File: config.mk
export PLATFORM = sky130hd
export DESIGN_NAME = wb_stage_q
export DESIGN_NICKNAME = d
export VERILOG_FILES = /design/src/rtl/wb_stage_q.sv
export SDC_FILE = /design/constraint.sdc
export NUM_CORES = 1
export LEC_CHECK = 0
export BUFFER_PORTS_ARGS = -buffer_cell sky130_fd_sc_hd__buf_2
export CAP_MARGIN = 20
export CORE_ASPECT_RATIO = 0.5
export CORE_MARGIN = 3
export CORE_UTILIZATION = 45
export DETAILED_ROUTE_END_ITERATION = 7
export PLACE_DENSITY = 0.73
export SLEW_MARGIN = 20
export SYNTH_ARGS = -nofsm -noshare
export SYNTH_HDL_FRONTEND = slang
export SYNTH_SLANG_ARGS = --single-unit
File: constraint.sdc
create_clock -name clk -period 10 [get_ports clk]
set_input_delay 1 -clock clk [delete_from_list [all_inputs] [get_ports clk]]
set_output_delay 1 -clock clk [all_outputs]
set_load 0.05 [all_outputs]
File: src/rtl/wb_stage_q.sv
// Write-back stage with an in-order retire queue merging MEM and long-latency results.
// Define WB_TRACE_EN to store per-entry PCs and drive the debug_wb_* trace ports.
module wb_stage_q #(
  parameter int XLEN  = 32,
  parameter int PCW   = 32,
  parameter int DEPTH = 4
) (
  input  logic                    clk,
  input  logic                    reset,
  input  logic                    ms_to_ws_valid,
  input  logic [1+5+XLEN+PCW-1:0] ms_to_ws_bus,
  output logic                    ws_allowin,
  input  logic                    lu_valid,
  input  logic [5+XLEN+PCW-1:0]   lu_bus,
  output logic                    lu_ready,
  input  logic                    rf_wr_ready,
  output logic                    rf_we,
  output logic [4:0]              rf_waddr,
  output logic [XLEN-1:0]         rf_wdata,
  output logic [31:0]             ws_busy_mask,
  output logic [PCW-1:0]          debug_wb_pc,
  output logic [3:0]              debug_wb_rf_we,
  output logic [4:0]              debug_wb_rf_wnum,
  output logic [XLEN-1:0]         debug_wb_rf_wdata
);
  localparam int AW = $clog2(DEPTH);
  typedef logic [AW-1:0] ptr_t;
  typedef logic [AW:0]   cnt_t;

  logic            r_we   [DEPTH];
  logic [4:0]      r_dest [DEPTH];
  logic [XLEN-1:0] r_data [DEPTH];
  ptr_t            r_head;
  ptr_t            r_tail;
  cnt_t            r_count;

  logic            w_ms_we;
  logic [4:0]      w_ms_dest;
  logic [XLEN-1:0] w_ms_data;
  logic [PCW-1:0]  w_ms_pc;
  logic [4:0]      w_lu_dest;
  logic [XLEN-1:0] w_lu_data;
  logic [PCW-1:0]  w_lu_pc;

  assign w_ms_we   = ms_to_ws_bus[XLEN+PCW+5];
  assign w_ms_dest = ms_to_ws_bus[XLEN+PCW +: 5];
  assign w_ms_data = ms_to_ws_bus[PCW +: XLEN];
  assign w_ms_pc   = ms_to_ws_bus[PCW-1:0];
  assign w_lu_dest = lu_bus[XLEN+PCW +: 5];
  assign w_lu_data = lu_bus[PCW +: XLEN];
  assign w_lu_pc   = lu_bus[PCW-1:0];

  cnt_t w_free;
  logic w_push_m;
  logic w_push_l;
  logic w_empty;
  logic w_pop;
  ptr_t w_lu_slot;

  // free is from registered count only; a same-cycle pop is not credited
  assign w_free     = cnt_t'(DEPTH) - r_count;
  assign ws_allowin = (w_free != '0);
  assign lu_ready   = (w_free >= cnt_t'(2)) ||
                      ((w_free == cnt_t'(1)) && !ms_to_ws_valid);
  assign w_push_m   = ms_to_ws_valid && ws_allowin;
  assign w_push_l   = lu_valid && lu_ready;
  assign w_lu_slot  = r_tail + ptr_t'(w_push_m);

  assign w_empty  = (r_count == '0);
  assign w_pop    = !w_empty && (!r_we[r_head] || rf_wr_ready);
  assign rf_we    = !reset && !w_empty && r_we[r_head];
  assign rf_waddr = w_empty ? '0 : r_dest[r_head];
  assign rf_wdata = w_empty ? '0 : r_data[r_head];

  always_ff @(posedge clk) begin
    if (reset) begin
      r_head  <= '0;
      r_tail  <= '0;
      r_count <= '0;
    end else begin
      r_head  <= r_head + ptr_t'(w_pop);
      r_tail  <= r_tail + ptr_t'(w_push_m) + ptr_t'(w_push_l);
      r_count <= r_count + cnt_t'(w_push_m) + cnt_t'(w_push_l)
                 - cnt_t'(w_pop);
    end
  end

  always_ff @(posedge clk) begin
    if (w_push_m) begin
      r_we[r_tail]   <= w_ms_we && (w_ms_dest != 5'd0);
      r_dest[r_tail] <= w_ms_dest;
      r_data[r_tail] <= w_ms_data;
    end
    if (w_push_l) begin
      r_we[w_lu_slot]   <= (w_lu_dest != 5'd0);
      r_dest[w_lu_slot] <= w_lu_dest;
      r_data[w_lu_slot] <= w_lu_data;
    end
  end

  ptr_t w_off;
  always_comb begin
    ws_busy_mask = '0;
    w_off        = '0;
    for (int i = 0; i < DEPTH; i++) begin
      w_off = ptr_t'(i) - r_head;
      if (({1'b0, w_off} < r_count) && r_we[i])
        ws_busy_mask[r_dest[i]] = 1'b1;
    end
    ws_busy_mask[0] = 1'b0;
  end

`ifdef WB_TRACE_EN
  logic [PCW-1:0] r_pc [DEPTH];

  always_ff @(posedge clk) begin
    if (w_push_m) r_pc[r_tail]    <= w_ms_pc;
    if (w_push_l) r_pc[w_lu_slot] <= w_lu_pc;
  end

  assign debug_wb_pc       = w_empty ? '0 : r_pc[r_head];
  assign debug_wb_rf_we    = {4{rf_we && rf_wr_ready}};
  assign debug_wb_rf_wnum  = rf_waddr;
  assign debug_wb_rf_wdata = rf_wdata;
`else
  logic w_unused;
  assign w_unused          = ^{w_ms_pc, w_lu_pc};
  assign debug_wb_pc       = '0;
  assign debug_wb_rf_we    = '0;
  assign debug_wb_rf_wnum  = '0;
  assign debug_wb_rf_wdata = '0;
`endif

endmodule

Word-level counts from Yosys, hierarchy flattened

Memories as Yosys holds them, arrays and structs flattened. A register that Yosys moved wholly into a read port is not among the register bits.
Cells that the tools add are included.

Bits in writable memories: 152
Memories: 3
Output and inout bits: 145
Bits in registers: 7
Input bits: 144

Memory list:

| memory | depth | width | read ports | clocked after memory_dff | write ports | line | text |
|---|---|---|---|---|---|---|---|
| r_data | 4     | 32    | 1          | 1                        | 2           | 32   | `logic [XLEN-1:0] r_data [DEPTH];` |
| r_dest | 4     | 5     | 5          | 1                        | 2           | 31   | `logic [4:0] r_dest [DEPTH];` |
| r_we   | 4     | 1     | 5          | 1                        | 2           | 30   | `logic r_we [DEPTH];` |

$add $sub $neg: 11
Magnitude comparators: 13
Bitwise operators: 3
Eq/ne operators: 1
Muxes and demuxes: 21
Reduce and logical (&&, ||, !) cells: 25

Operator list:

| kind                | count |
|---|---|
| $mux 32             | 5 |
| $or 32x32->32       | 3 |
| $lt 5x6->1 const B  | 4 |
| $demux 1 s5         | 4 |
| $ge 5x1->1 const B  | 4 |
| $logic_and 1x1->1   | 15 |
| $lt 2x3->1          | 4 |
| $reduce_bool 5->1   | 2 |
| $mux 1              | 8 |
| $add 2x1->2         | 3 |
| $add 3x1->3         | 2 |
| $mux 2              | 3 |
| $mux 5              | 1 |
| $logic_not 1->1     | 4 |
| $sub 1x2->2 const A | 2 |
| $sub 2x2->2 const A | 2 |
| $eq 3x1->1 const B  | 1 |
| $ge 3x2->1 const B  | 1 |
| $logic_not 3->1     | 1 |
| $reduce_bool 3->1   | 1 |
| $sub 3x1->3         | 1 |
| $sub 3x3->3 const A | 1 |
| $logic_or 1x1->1    | 2 |

Depth between registers and ports, before layout

An unclocked memory read counts as a cell.

Word-level depth: 12
Depth in mapped cells: 13

Worst setup path before layout

Ideal clock, no wire load.

Path kind: flip-flop to flip-flop
From: register r_count[1]
To: memory r_data[0][0] (enable)
Setup time: 0.491 ns
Clock period less this slack: 4.732 ns
Buffers on the path: 0
Required time: 9.509 ns
Arrival: 4.241 ns
Path slack: 5.268 ns
Cell stages (with the launch flop): 7
Cell sequence: dfxtp_1 > inv_1 > ha_1 > ha_1 > inv_1 > nand2_1 > o31ai_1

RTL lines:

| item                   | line | text |
|---|---|---|
| start, declared        | 35   | `cnt_t r_count;` |
| start signal, assigned | 83   | `r_count <= r_count + cnt_t'(w_push_m) + cnt_t'(w_push_l)` |
| end, declared          | 32   |  |

Final worst setup path

From: register r_head[0]
To: output port ws_busy_mask[16]

Cells in the longest elaborated chain, start to end: 10
Elaborated cells between the ends (all ways): 19
Classes of those cells: 4 x add/sub; 4 x order compare; 4 x mux; 3 x bitwise; 4 x reduce/logical

Ends and longest elaborated chain:

| item                    | line | text |
|---|---|---|
| start, declared         | 33   | `ptr_t r_head;` |
| start signal, assigned  | 81   | `r_head <= r_head + ptr_t'(w_pop);` |
| $sub 1x2->2             | 106  | `w_off = ptr_t'(i) - r_head;` |
| $lt 2x3->1              | 107  | `if (({1'b0, w_off} < r_count) && r_we[i])` |
| $logic_and 1x1->1       | 107  |  |
| $mux 32                 | 107  |  |
| $or 32x32->32 (no line) | -    |  |
| $mux 32                 | 107  |  |
| $or 32x32->32 (no line) | -    |  |
| $mux 32                 | 107  |  |
| $or 32x32->32 (no line) | -    |  |
| $mux 32 (*)             | 107  |  |
| end, declared           | 20   | `output logic [31:0] ws_busy_mask,` |

Every way passes the cells marked *; elsewhere a longest branch is shown, timed or not.

==> flow_metrics.tcl <==
set metrics [dict create \
    yosys.area_share.adder_pct 2.04 \
    overflow 0 \
    die_y_um 111 \
    clk_pin_slew_worst_paths_ns 0.06 \
    synthCells 732 \
    synth_area_sq_mm 0.00991 \
    via_per_inst 5.63 \
    tns_ns 0 \
    maxCapViolCount 0 \
    arrival_ns 3.61 \
    dieWidth_um 216 \
    h-tree-depth 4 \
    cellPowerDensity_mw_per_mm2 331 \
    layout_commonest_cell "edfxtp_1" \
    final_util_pct 53.2 \
    final_nets 1025 \
    gp_congestion 0.885 \
    cp-end-kind "primary output" \
    max_freq_mhz 217 \
    n_antenna_cell 0 \
    grt_pass1_wl_mm 38.1 \
    synthMuxAreaShare_pct 25.8 \
    cts_tree "done" \
    wl_per_cell_um 21.0 \
    irDropWorstVdd_mv 0.172 \
    ys_warn_count 0 \
    drive_above_1_share_pct 45.0 \
    numCtsBuffers 17 \
    rows 37 \
    ys_ff_latch 159 \
    cts_buffer_depth 2 \
    drc_errors 0 \
    syn_avg_cell_area_sq_um 13.5 \
    cts_root_buffer "clkbuf_16" \
    outcome "finished clean" \
    fin_crit_sh_pct 46.1 \
    critical_path_class "reg2out" \
    finalMaxSlewViolations 0 \
    synth_cell_types 49 \
    rsz0062_at_grt "false" \
    dieArea_sq_mm 0.0240 \
    crit_fanout 43 \
    final_cells 1169 \
    postCtsHoldBufs 0 \
    min_period_ns 4.61 \
    synth_top_family_by_area "multiplexers" \
    synth_compound_area_share_pct 7.07 \
    grt_max_degree 44 \
    syn_to_final_growth_pct 13.0 \
    synth-xor-area-share_pct 0.606 \
    ant_nets 0 \
    pin_count 289 \
    yosysSeqAreaShare_pct 47.5 \
    start_util_pct 47.1 \
    numPortBuffers 150 \
    cts_setup_buffers 0 \
    max_slew.worst_pin.slew_ns 1.06 \
    first_pass_iters 5 \
    slew_headroom_pct 29.2 \
    clock_skew_ns 0.00819 \
    grt_pass1_vias 6846 \
    dp.cells 1139 \
    cts.sink_count 159 \
    cts_resized 0 \
    worstPathRequired_ns 9.00 \
    power_leakage_nw 4.19 \
    track_usage_pct 20.4 \
    clk-insertion-delay-late_ns 0.43 \
    hold_violations 0 \
    layout_common_cells "edfxtp_1 (152), buf_2 (150), mux2_2 (145), conb_1 (74), nor2b_1 (47)" \
    setup.worst_path.start_class "register" \
    report.final.setup_viol 0 \
    routed_wl_mm 24.5 \
    dpl.hpwl_mm 15.3 \
    drt_iter0_drc 572 \
    synth-simple-area-share_pct 8.39 \
    routed-via-count 6578 \
    antenna_found_initial 2 \
    min_path_type "reg2reg" \
    core-area_sq_mm 0.0211 \
]
## cell families (layout without fill, tap and decap cells)
logic type                 count (synthesis)  count (layout)
other                                      1              74
AOI/OAI and AO/OA                         75              75
and+or+nand+nor                          144             144
DFF                                      159             159
buffers and inverters                    142             214
xor gates and xnor gates                   6               6
adders and majority gates                 15              15
muxes                                    190             190
## area by class of cell
type                    instances  area (sq um)
repair buffers                160           826
multi-input cells             504          4700
well taps                     292           365
inverters                      24          90.1
clock buffers                  21           440
flip-flops and latches        159          4710
clock inverters                 9          71.3
fillers                      1758          9860
## state kept, by name, indices dropped and copies added (netlist names)
name / count
r_we: 4
r_data: 128
r_count: 3
r_dest: 20
r_head: 2
r_tail: 2
## per-stage QoR
stage	power (mW)	worst slack (ns)	hold slack [ns]	cell area, sq um
after detailed placement	3.14	5.73	0.665	10700
after global routing	3.89	5.10	0.748	11200
after floorplan	2.68	5.27	0.554	10200
after global placement	3.10	5.77	0.675	10700
after CTS	3.73	5.27	0.684	11200
final	3.70	5.39	0.681	11200
## worst max-delay path: stages, from the launching register on
cell      delay, ns
dfxtp_4        0.94
xnor2_1        0.22
inv_1          0.07
ha_1           0.26
nor2b_1        0.14
a221oi_2       0.35
or3b_1         0.63
o211ai_2       0.27
buf_2          0.30
## cells in the mapped netlist (all sizes together)
master   instances  area, sq um
edfxtp         152         4560
mux2           148         1670
buf            101          694
nor2b           47          294
mux4            38          856
a32oi           31          272
nand2           29          109
inv             24         90.1
o221ai          20          175
clkbuf          17         63.8
nor2            14         52.6
ha              13          163
o211ai          11          118
nand3           10         50.1
nor3b           10         75.1
dfxtp            7          140
nand3b           7         52.6
and3b            5         43.8
xnor2            5         43.8
and3             4         25.0
mux2i            4         40.0
nand2b           4         25.0
nor3             4         20.0
a2111oi          3         51.3
o21ai            3         15.0
a211oi           2         15.0
a31oi            2         27.5
fa               2         40.0
nor4             2         18.8
or3              2         12.5
or3b             2         17.5
or4              2         15.0
a21oi            1         5.00
a221oi           1         15.0
and2             1         6.26
conb             1         3.75
nor4b            1         15.0
o31ai            1         7.51
xor2             1         16.3
## worst paths after layout
path              start          endpoint  slack [ns]  cells after the start
min          r_count[2]        r_count[2]        0.68                      2
min reg2reg  r_count[2]        r_count[2]        0.68                      2
max           r_head[0]  ws_busy_mask[16]        5.39                      8
max reg2reg  r_count[1]     r_data[2][28]        6.18                     11
## routing by layer
| metal | GRT usage (%) | part of all wire [%] | vias to the layer above |
|---|---|---|---|
| met3 | 4.87 | 7.6 | 42 |
| met1 | 26.8 | 42 | 3277 |
| met2 | 33.8 | 49 | 294 |
| li1 | - | - | 2961 |
| met4 | 6.20 | 1.6 | 4 |
| met5 | 0 | 0.12 | - |
## report_power, final
group          switching [mW]  total, mW  internal (mW)
sequential              0.151       1.19           1.04
clock                   0.247      0.582          0.335
combinational            1.29       1.93          0.641
total                    1.68       3.70           2.02
Note: power is estimated with default switching activity, not from simulation.
